## config.mk

```make
export PLATFORM = sky130hd
export DESIGN_NAME = scramble_sequencer
export DESIGN_NICKNAME = d
export VERILOG_FILES = /design/src/rtl/scramble_sequencer.sv
export SDC_FILE = /design/constraint.sdc
export NUM_CORES = 1
export LEC_CHECK = 0
export ABC_AREA = 1
export BUFFER_PORTS_ARGS = -buffer_cell sky130_fd_sc_hd__buf_2
export CORE_ASPECT_RATIO = 1.25
export CORE_UTILIZATION = 50
export CTS_CLUSTER_SIZE = 20
export DETAILED_ROUTE_END_ITERATION = 10
export GPL_TIMING_DRIVEN = 0
export PLACE_DENSITY = 0.68
export REMOVE_ABC_BUFFERS = 1
export SYNTH_ARGS = -nofsm -noshare
export SYNTH_HDL_FRONTEND = slang
export SYNTH_SLANG_ARGS = --single-unit
```

## constraint.sdc

```tcl
create_clock -name clk -period 1.8 [get_ports clk]
set_input_delay 0.45 -clock clk [delete_from_list [all_inputs] [get_ports clk]]
set_output_delay 0.45 -clock clk [all_outputs]
set_load 0.02 [all_outputs]
```

## src/rtl/scramble_sequencer.sv

```systemverilog
// scramble_sequencer
//   Issues a burst of NUM_MOVES pseudo-random line moves (one every
//   GAP_CYCLES+1 clocks) to a 4x4 cell array, then hands control to the
//   player. Player moves are passed through one cycle later when they are
//   legal. A level-high win while playing ends the game in SOLVED.
//
// Ports
//   clk        : system clock, rising edge
//   reset      : asynchronous active-high reset
//   start      : single-cycle request for a new scramble (restarts from any state)
//   rand_in    : [2] row(0)/column(1), [1:0] line index for scramble moves
//   user_fire  : single-cycle debounced fire pulse from the player
//   user_rc    : one-hot player line select
//   user_nrow  : 0 = user_rc selects a row, 1 = a column
//   user_error : player switch-error flag, blocks the player move
//   win        : board-solved flag, honoured only while playing
//   row_en     : one-hot row enable, valid with fire
//   col_en     : one-hot column enable, valid with fire
//   fire       : single-cycle move strobe
//   busy       : high while scrambling
//   user_mode  : high while player moves are accepted
//   move_count : moves issued in the current scramble or play phase (saturating)
//   solved     : high while in SOLVED
module scramble_sequencer #(
   parameter int unsigned NUM_MOVES  = 16,
   parameter int unsigned GAP_CYCLES = 15
) (
   input  logic       clk,
   input  logic       reset,
   input  logic       start,
   input  logic [2:0] rand_in,
   input  logic       user_fire,
   input  logic [3:0] user_rc,
   input  logic       user_nrow,
   input  logic       user_error,
   input  logic       win,
   output logic [3:0] row_en,
   output logic [3:0] col_en,
   output logic       fire,
   output logic       busy,
   output logic       user_mode,
   output logic [7:0] move_count,
   output logic       solved
);

   typedef enum logic [2:0] {
      S_IDLE   = 3'd0,
      S_ISSUE  = 3'd1,
      S_GAP    = 3'd2,
      S_PLAY   = 3'd3,
      S_SOLVED = 3'd4
   } state_t;

   localparam logic [7:0] NUM_MOVES_C = 8'(NUM_MOVES);
   localparam logic [7:0] GAP_LAST_C  = 8'(GAP_CYCLES - 1);

   state_t     state_r, state_s;
   logic [7:0] gap_cnt_r, gap_cnt_s;
   logic       prev_valid_r, prev_valid_s;
   logic [2:0] prev_move_r, prev_move_s;
   logic [2:0] scr_move_s;
   logic       user_ok_s;
   logic       fire_s;
   logic [3:0] row_s, col_s;
   logic [7:0] count_s;
   logic [7:0] count_inc_s;

   function automatic logic is_one_hot(input logic [3:0] v);
      return (v != 4'd0) && ((v & (v - 4'd1)) == 4'd0);
   endfunction

   function automatic logic [3:0] line_decode(input logic [1:0] idx);
      return 4'b0001 << idx;
   endfunction

   // Next-state, move selection and next-output logic.
   always_comb begin
      state_s      = state_r;
      gap_cnt_s    = gap_cnt_r;
      prev_valid_s = prev_valid_r;
      prev_move_s  = prev_move_r;
      fire_s       = 1'b0;
      row_s        = 4'd0;
      col_s        = 4'd0;
      count_s      = move_count;
      count_inc_s  = (move_count == 8'hFF) ? move_count : move_count + 8'd1;
      user_ok_s    = user_fire && !user_error && is_one_hot(user_rc);

      // Repeating the previous scramble move would undo it, so bump the index.
      if (prev_valid_r && (rand_in == prev_move_r)) begin
         scr_move_s = {rand_in[2], rand_in[1:0] + 2'd1};
      end else begin
         scr_move_s = rand_in;
      end

      if (start) begin
         // A start pulse in any state begins a fresh scramble with no history.
         state_s      = S_ISSUE;
         gap_cnt_s    = 8'd0;
         count_s      = 8'd0;
         prev_valid_s = 1'b0;
      end else begin
         case (state_r)
            S_IDLE: begin
               state_s = S_IDLE;
            end
            S_ISSUE: begin
               state_s      = S_GAP;
               gap_cnt_s    = 8'd0;
               fire_s       = 1'b1;
               row_s        = scr_move_s[2] ? 4'd0 : line_decode(scr_move_s[1:0]);
               col_s        = scr_move_s[2] ? line_decode(scr_move_s[1:0]) : 4'd0;
               count_s      = count_inc_s;
               prev_valid_s = 1'b1;
               prev_move_s  = scr_move_s;
            end
            S_GAP: begin
               // move_count already includes the move fired on GAP entry.
               if (gap_cnt_r >= GAP_LAST_C) begin
                  gap_cnt_s = 8'd0;
                  if (move_count >= NUM_MOVES_C) begin
                     state_s = S_PLAY;
                     count_s = 8'd0;
                  end else begin
                     state_s = S_ISSUE;
                  end
               end else begin
                  gap_cnt_s = gap_cnt_r + 8'd1;
               end
            end
            S_PLAY: begin
               if (user_ok_s && !fire) begin
                  fire_s  = 1'b1;
                  row_s   = user_nrow ? 4'd0 : user_rc;
                  col_s   = user_nrow ? user_rc : 4'd0;
                  count_s = count_inc_s;
               end else begin
                  fire_s  = 1'b0;
               end
               if (win) begin
                  state_s = S_SOLVED;
               end else begin
                  state_s = S_PLAY;
               end
            end
            S_SOLVED: begin
               state_s = S_SOLVED;
            end
            default: begin
               state_s = S_IDLE;
            end
         endcase
      end
   end

   // State, history and registered outputs.
   always_ff @(posedge clk or posedge reset) begin
      if (reset) begin
         state_r      <= S_IDLE;
         gap_cnt_r    <= 8'd0;
         prev_valid_r <= 1'b0;
         prev_move_r  <= 3'd0;
         fire         <= 1'b0;
         row_en       <= 4'd0;
         col_en       <= 4'd0;
         busy         <= 1'b0;
         user_mode    <= 1'b0;
         solved       <= 1'b0;
         move_count   <= 8'd0;
      end else begin
         state_r      <= state_s;
         gap_cnt_r    <= gap_cnt_s;
         prev_valid_r <= prev_valid_s;
         prev_move_r  <= prev_move_s;
         fire         <= fire_s;
         row_en       <= row_s;
         col_en       <= col_s;
         busy         <= (state_s == S_ISSUE) || (state_s == S_GAP);
         user_mode    <= (state_s == S_PLAY);
         solved       <= (state_s == S_SOLVED);
         move_count   <= count_s;
      end
   end

endmodule

```

# Word-level counts from Yosys, hierarchy flattened

Cells that the tools add are included.

Register bits after elaboration: 35
Latch bits: 0
Memory bits (writable): 0
ROM bits: 0
Input bits: 14
Output and inout bits: 20
Logic and storage cells: 78
Memories kept: 0

Add/sub/neg operators: 4
Multiply operators: 0
Div/mod/pow operators: 0
Order comparisons: 2
Equality and inequality tests: 13
Shift operators: 1
Muxes and demuxes: 30
Bitwise gates (word level): 2
Reduce and logical (&&, ||, !) cells: 15

Operators with widths:

| cell                | count |
|---|---|
| $mux 8              | 7 |
| $mux 4              | 8 |
| $pmux 8 s3          | 1 |
| $add 8x1->8 const B | 2 |
| $pmux 4 s2          | 2 |
| $pmux 8 s2          | 1 |
| $eq 3x2->1 const B  | 4 |
| $pmux 3 s4          | 1 |
| $mux 3              | 3 |
| $ne 3x3->1 const B  | 3 |
| $eq 8x8->1 const B  | 1 |
| $ge 8x4->1 const B  | 1 |
| $ge 8x5->1 const B  | 1 |
| $reduce_bool 4->1   | 2 |
| $eq 3x1->1 const B  | 2 |
| $eq 3x3->1 const B  | 2 |
| $logic_and 1x1->1   | 5 |
| $and 4x4->4         | 1 |
| $logic_not 4->1     | 1 |
| $mux 1              | 4 |
| $mux 2              | 2 |
| $reduce_and 4->1    | 1 |
| $shl 1x2->4 const A | 1 |
| $sub 4x1->4 const B | 1 |
| 9 further kinds     | 10 |

# Longest topological paths before layout

Gate-level depths: netlist of run 1.

Word-level depth: 9
Gate-level depth with buffers: 12
Mapped depth without buffers: 12

# Worst setup path after synthesis of run 1

No wires, ideal clock.

Kind: reg2reg
Start point: register move_count[1]
End point: register move_count[3]
Library setup time: 0.065 ns
Arrival: 1.523 ns
Required time: 1.735 ns
Setup slack: 0.211 ns
Stages on the path, launching flop included: 10
Buffers on the path: 0
Period minus slack after synthesis: 1.589 ns
Cells stage by stage: dfrtp_1 -> ha_1 -> nand3_1 -> nor2_1 -> nand3_1 -> nor2_2 -> nor2_8 -> nand2_4 -> nand2_1 -> nand2_1

Longest elaborated chain between the ends: 5
Elaborated cells between the ends (all ways): 9
Classes of those cells: 1 x add/sub; 1 x order compare; 2 x eq/ne; 4 x mux; 1 x reduce/logical

Ends and longest elaborated chain:

| what                                             | line | source |
|---|---|---|
| from (decl)                                      | 42   | `output logic [7:0] move_count,` |
| from (signal assigned)                           | 181  | `move_count <= count_s;` |
| $add 8x1->8 / $eq 8x8->1 (equally long branches) | 86   | `count_inc_s = (move_count == 8'hFF) ? move_count : move_count + 8'd1;` |
| $mux 8                                           | 86   |  |
| $mux 8                                           | 132  | `if (user_ok_s && !fire) begin` |
| $pmux 8 s3                                       | 103  | `case (state_r)` |
| $mux 8                                           | 96   | `if (start) begin` |

Parallel ways exist; a longest one is shown, timed or not. The select of a mux whose other input is x is not followed.
A chain may end at the register's enable or synchronous reset.

# Worst setup path in the final report of run 1

Start point: register state_r[2]
End point: register move_count[4]

Longest elaborated chain between the ends: 3
Elaborated cells between the ends (all ways): 10
Classes of those cells: 6 x eq/ne; 2 x mux; 2 x reduce/logical

Ends and longest elaborated chain:

| what                                                        | line | source |
|---|---|---|
| from (decl)                                                 | 57   | `state_t state_r, state_s;` |
| from (signal assigned)                                      | 171  | `state_r <= state_s;` |
| $eq 3x2->1 / $eq 3x1->1 (equally long branches)             | 103  |  |
| $ne 3x3->1 (no line), or another cell as far along          | n/a  |  |
| $reduce_and 4->1 (no line) / $mux 8 (equally long branches) | n/a  |  |

Parallel ways exist; a longest one is shown, timed or not.

==> results of run 1 <==
-- registers in the layout (all words and copies together), names as in the netlist --
| name | cells |
|---|---|
| state_r | 3 |
| row_en | 4 |
| busy | 1 |
| move_count | 8 |
| gap_cnt_r | 8 |
| prev_move_r | 3 |
| col_en | 4 |
| solved | 1 |
| prev_valid_r | 1 |
| fire | 1 |
| user_mode | 1 |
-- layout make-up --
cell class,instances,area share
tap,39,0.0210
inverter,32,0.0516
clock inverter,3,0.0290
timing repair buffer,36,0.0806
clock buffer,5,0.0296
sequential,35,0.376
multi-input combinational,188,0.412
-- repair_timing --
action | CTS | global route
endpoints found under the setup margin | 8 | 8
hold endpoints to repair | 0 | 0
setup buffers | 0 | 3
resized for setup | 1 | 3
pin swaps | 0 | 2
-- worst min-delay path by stage --
stage,start,end,slack [ps]
finish,reset,prev_move_r[0]$_DFFE_PP0P_,280
global route,reset,prev_move_r[0]$_DFFE_PP0P_,370
CTS,win,state_r[2]$_DFF_PP0_,440
detailed placement,prev_move_r[0]$_DFFE_PP0P_,prev_move_r[0]$_DFFE_PP0P_,490
global placement,prev_move_r[0]$_DFFE_PP0P_,prev_move_r[0]$_DFFE_PP0P_,480
floorplan,prev_move_r[0]$_DFFE_PP0P_,prev_move_r[0]$_DFFE_PP0P_,460
-- layout by cell type, fill, tap and decap left out, types with 2 or more instances in the layout --
master     synthesis  routed
a21oi_1           11      11
buf_2              1      33
buf_4              0       3
bufinv_16          0       2
clkbuf_8           0       5
dfrtp_1           35      35
ha_1               4       4
inv_1             21      20
inv_2             11      12
nand2_1           67      67
nand2_2            3       2
nand2_4            3       4
nand3_1           36      36
nand4_1            2       2
nor2_1            30      29
nor2_2             5       5
nor2_4             1       2
nor3_1             5       5
o21ai_1            8       8
xnor2_1            4       4
xor2_1             3       3
-- metal layers --
layer | part of all wire | vias to the layer above | GRT usage
met5 | 0 | - | 0
met3 | 0.052 | 13 | 0.0505
met4 | 0.029 | 0 | 0.0952
met1 | 0.43 | 786 | 0.235
met2 | 0.49 | 52 | 0.375
li1 | - | 899 | -
-- cells by family (layout without fill, tap and decap cells) --
logic type | after synthesis | count (layout) | share of synthesized area
flip-flops | 35 | 35 | 0.451
buffers and inverters | 34 | 76 | 0.0663
AO/OA/AOI/OAI | 22 | 22 | 0.0586
adder cells (fa/ha/maj) | 4 | 4 | 0.0258
XOR/XNOR | 7 | 7 | 0.0316
AND/OR/NAND/NOR | 155 | 155 | 0.367
-- where the power goes --
group	internal, mW	switching (mW)	total (mW)
registers	0.836	0.0426	0.879
logic	0.121	0.246	0.367
clock network	0.552	0.291	0.843
-- stage by stage --
step | power (mW) | util | setup slack, ps
detailed placement | 1.25 | 0.596 | -12.7
global placement | 1.25 | 0.596 | -7.74
CTS | 2.10 | 0.635 | 84.3
floorplan | 1.14 | - | 211
global route | 2.19 | 0.646 | -0.812
finish | 2.09 | 0.646 | 147
-- worst register-to-register path, stage by stage, from the launching register on --
cell	delay (ps)
dfrtp_1	430
nor2_2	180
inv_2	50
nor2_2	230
nor2_4	110
nand2_2	90
nand2_4	70
nor2_8	160
nand2_4	110
nand2_1	80
nand2_1	50
==> metrics.yaml, run 1 <==
design.portCount: 34
crit_fanout: 9
path_cells: "nor2_2 -> inv_2 -> nor2_2 -> nor2_4 -> nand2_2 -> nand2_4 -> nor2_8 -> nand2_4 -> nand2_1 -> nand2_1"
antenna_found_initial: 0
powerDensity_nw_per_um2: 898
slew_viol_final: 0
start_util: 0.539
critPathCaptureType: "flop"
synth_warnings: 0
yosys_register_bits: 35
tritoncts: "yes"
route.antenna.remaining_nets: 0
r2r_cells: 10
hold_viol: 0
syn-cell-area_um2: 1940
wirelength_um: 4000
io_buffers: 33
slowest_stage: "dfrtp_1"
hp-class: "in2async"
vias_per_cell: 5.18
dpl_cell_area_um2: 2150
clock-sinks: 35
fp.dieH_um: 71.7
yosys.area.top_type: "dfrtp_1"
cts-root-buf: "clkbuf_8"
coreArea_um2: 3600
crit_family: "simple AND/OR/NAND/NOR gates"
critical_path_class: "reg2reg"
multi_input_area_um2: 958
r2r-end: "move_count[4]$_DFFE_PP0P_"
reg2reg_slack_ps: 150
violations: "design-rule violations"
first_iter_violations: 55
tns_ps: 0
synth-edff-count: 0
cp_data_arrival_time_ps: 1830
numCtsBuffers: 5
synth.distinct_cells: 25
insertedDiodeCount: 0
drt_pass1_iterations: 7
die-area_um2: 4140
fillCellCount: 335
max_stage_delay_ps: 430
tightestPinTransition_ps: 732
fin_cells: 338
timing.rr.start: "state_r[2]$_DFF_PP0_"
cts_hold_buf: 0
synthArstFlopShare: 1.00
fin_crit_ps: 1650
syn_to_final_growth_pct: 19.8
routed-via-count: 1750
synth_seq_area_share: 0.451
place_congestion: 0.880
crit_cells: 10
drc: 3
grt_max_degree: 36
layout.nets: 316
crit_buf_inv: 1
regArea_um2: 876
finalSetupViolCount: 0
crit_start: "state_r[2]$_DFF_PP0_"
drive_gt1_frac: 0.237
grt_pass1_wl_um: 6690
synth_area_leaders: "dfrtp_1, nand2_1, nand3_1, nor2_1, inv_1"
critical_path.startpoint_type: "flop"
max-cap-violations: 0
fmax_ghz: 0.605
synthTopCellsByCount: "nand2_1, nand3_1, dfrtp_1"
ir_drop_v: 0.000506
synthFlopType: "dfrtp_1"
h-tree-depth: 2
synth_top_cell_area_share: 0.451
hold_ws_ps: 281
die_x_um: 57.8
clock_skew_ps: 7.86
track_usage: 0.210
finalCritPeriodShare: 0.918
timing.slew.headroom: 0.511
cp-endpoint: "move_count[4]$_DFFE_PP0P_"
dp.final_hpwl_um: 2820
synth.most_common_cell: "nand2_1"
p_leak_nw: 1.21
grt_pass1_vias: 1566
wl_per_cell_um: 11.8
rows: 24
status: "complete, but fails checks"
crit_required_ps: 1980
clk_latency_ps: 290
synth_cells: 257
syn_avg_cell_area_um2: 7.56
clockBufferDepth: 2
cts.clk_slew.worst_paths_ps: 70
placed_cells: 327
fin_area_um2: 2330
overflow: 0
(Power assumes the default switching activity.)
==> run 2: changes to the inputs <==
ABC_AREA = not set   (was 1)
PLACE_DENSITY = 0.69   (was 0.68)
SLEW_MARGIN = 5   (was not set)
==> metrics.yaml, run 2 <==
status: "complete, but fails checks"
violations: "design-rule violations, negative setup slack"
crit_fanout: 7
vias_per_cell: 6.01
rows: 24
clk_latency_ps: 290
tns_ps: -511
cp_data_arrival_time_ps: 2120
use_met1: 0.288
fin_crit_ps: 1910
fmax_ghz: 0.524
ir_drop_v: 0.000591
clockBufferDepth: 2
synth-edff-count: 0
reg2reg_slack_ps: -110
fillCellCount: 269
wirelength_um: 5000
clock_skew_ps: 8.30
max-cap-violations: 0
rsz0062_at_grt: "yes"
die_x_um: 57.4
h-tree-depth: 2
timing.slew.headroom: 0.503
routed-via-count: 1796
final_common_cell: "buf_2"
cts-root-buf: "clkbuf_8"
tightestPinTransition_ps: 744
synth_area_leaders: "dfrtp_1, nor2_1, nand2_1, ha_1, o21ai_0"
io_buffers: 33
syn_avg_cell_area_um2: 9.54
grt_pass1_vias: 1812
placed_cells: 266
p_int_mw: 1.47
utilization: 0.711
gr-usage-met3: 0.0542
p_leak_nw: 1.19
fin_ws_ps: -110
synth_cells: 201
fp.dieH_um: 71.3
dpl_cell_area_um2: 2080
p_clk_frac: 0.358
insertedDiodeCount: 0
route.antenna.remaining_nets: 0
clock-sinks: 35
critical_path.startpoint_type: "flop"
met2_usage: 0.492
synthTopCellsByCount: "dfrtp_1, nor2_1, nand2_1"
dp.final_hpwl_um: 3130
start_util: 0.537
combinationalPowerShare: 0.212
overflow: 0
coreArea_um2: 3570
drive_gt1_frac: 0.408
drt_pass1_iterations: 7
p_sw_frac: 0.291
grt_max_degree: 36
powerDensity_nw_per_um2: 814
track_usage: 0.264
first_iter_violations: 125
synthArstFlopShare: 1.00
syn-cell-area_um2: 1920
yosys_register_bits: 35
finalSetupViolCount: 7
cts.clk_slew.worst_paths_ps: 80
synthFlopType: "dfrtp_1"
cts_hold_buf: 0
timing.rr.start: "fire$_DFF_PP0_"
design.portCount: 34
slew_viol_final: 0
fin_cells: 299
synth.most_common_cell: "dfrtp_1"
finalCritPeriodShare: 1.06
synth.distinct_cells: 50
grt_pass1_wl_um: 8340
hp-class: "in2async"
tritoncts: "yes"
synth_warnings: 0
layout.nets: 277
critical_path_class: "reg2reg"
final_cell_mix: "buf_2, dfrtp_1, nor2_1"
yosys.area.top_type: "dfrtp_1"
antenna_found_initial: 0
place_congestion: 0.799
switching_power_mw: 0.602
hold_viol: 0
synth_seq_area_share: 0.457
busiest_layer: "met2"
wl_per_cell_um: 16.7
die-area_um2: 4090
critPathCaptureType: "flop"
drc: 4
largestRegisters: "gap_cnt_r x8, move_count x8"
syn_to_final_growth_pct: 32.6
numCtsBuffers: 5
crit_required_ps: 2010
fin_area_um2: 2540
crit_start: "fire$_DFF_PP0_"
power.share.sequential: 0.430
synth_top_cell_area_share: 0.457
==> run 2: changes by cell type after synthesis, moves of 5 or more <==
| cell | change |
|---|---|
| nand3_1 | -28 |
| nand2_1 | -49 |
| inv_2 | -11 |
| nor2_2 | -5 |
| a21oi_1 | -5 |
| o21ai_0 | +8 |
| nor2_1 | -5 |
| inv_1 | -12 |
| and2_1 | +6 |
| o21ai_1 | -7 |
| a211oi_1 | +5 |
==> run 2: stage by stage <==
stage	power, mW	hold slack (ps)	setup WS (ps)
3_3_place_gp	1.22	453	-355
2_1_floorplan	1.12	439	-198
3_5_place_dp	1.24	465	-452
6_report	2.07	283	-110
5_1_grt	2.17	325	-179
4_1_cts	2.03	460	-103
==> run 2: area by class of cell <==
type                       count  area (um2)  share of cell area
clock buffer                   6        82.6              0.0325
clock inverter                 2        35.0              0.0138
inverter                       9        33.8              0.0133
multi-input combinational    150        1090               0.428
sequential                    35         882               0.347
tap                           39        48.8              0.0192
timing repair buffer          58         372               0.146
==> run 2: kinds of logic (layout without fill, tap and decap cells) <==
kind of cell / after synthesis / count (layout) / share of synthesized area
compound gates: 45 / 45 / 0.167
xor+xnor: 2 / 2 / 0.00913
fa+ha+maj: 4 / 4 / 0.0261
buf+inv: 16 / 75 / 0.0444
flops: 35 / 35 / 0.457
mux: 5 / 5 / 0.0274
simple gates: 94 / 94 / 0.269
==> run 2: worst paths after layout <==
path                                              to  depth (start not counted)
max                        move_count[0]$_DFFE_PP0P_                          5
min                              row_en[1]$_DFF_PP0_                          2
max reg2reg                move_count[0]$_DFFE_PP0P_                          5
min reg2reg                 gap_cnt_r[4]$_DFFE_PP0P_                          2
max in group asynchronous  move_count[5]$_DFFE_PP0P_                          2
min in group clk                 col_en[1]$_DFF_PP0_                          3
==> run 2: worst max-delay path, stage by stage, from the launching register on <==
cell     delay, ps
dfrtp_1        380
or3b_4         380
and2_4         150
a211o_4        310
or4_1          530
o21ai_1         90
==> run 2: repair_timing <==
| item | CTS | global route |
|---|---|---|
| buffers inserted | 14 | 11 |
| resized for setup | 25 | 15 |
| setup endpoints to repair | 15 | 18 |
| pin swaps | 9 | 9 |
==> run 2: layer usage <==
| metal | up-vias | routed length (um) |
|---|---|---|
| met5 | - | 0 |
| met4 | 0 | 136 |
| met3 | 14 | 150 |
| met2 | 50 | 2820 |
| met1 | 883 | 1900 |
| li1 | 849 | - |
==> run 2: power by group through the flow <==
stage | Combinational [mW] | Clock (mW) | Sequential [mW]
after floorplan | 0.197 | 0 | 0.927
after detailed placement | 0.328 | 0 | 0.914
after CTS | 0.397 | 0.749 | 0.889
after global placement | 0.310 | 0 | 0.907
final | 0.439 | 0.740 | 0.891
after global routing | 0.478 | 0.788 | 0.901
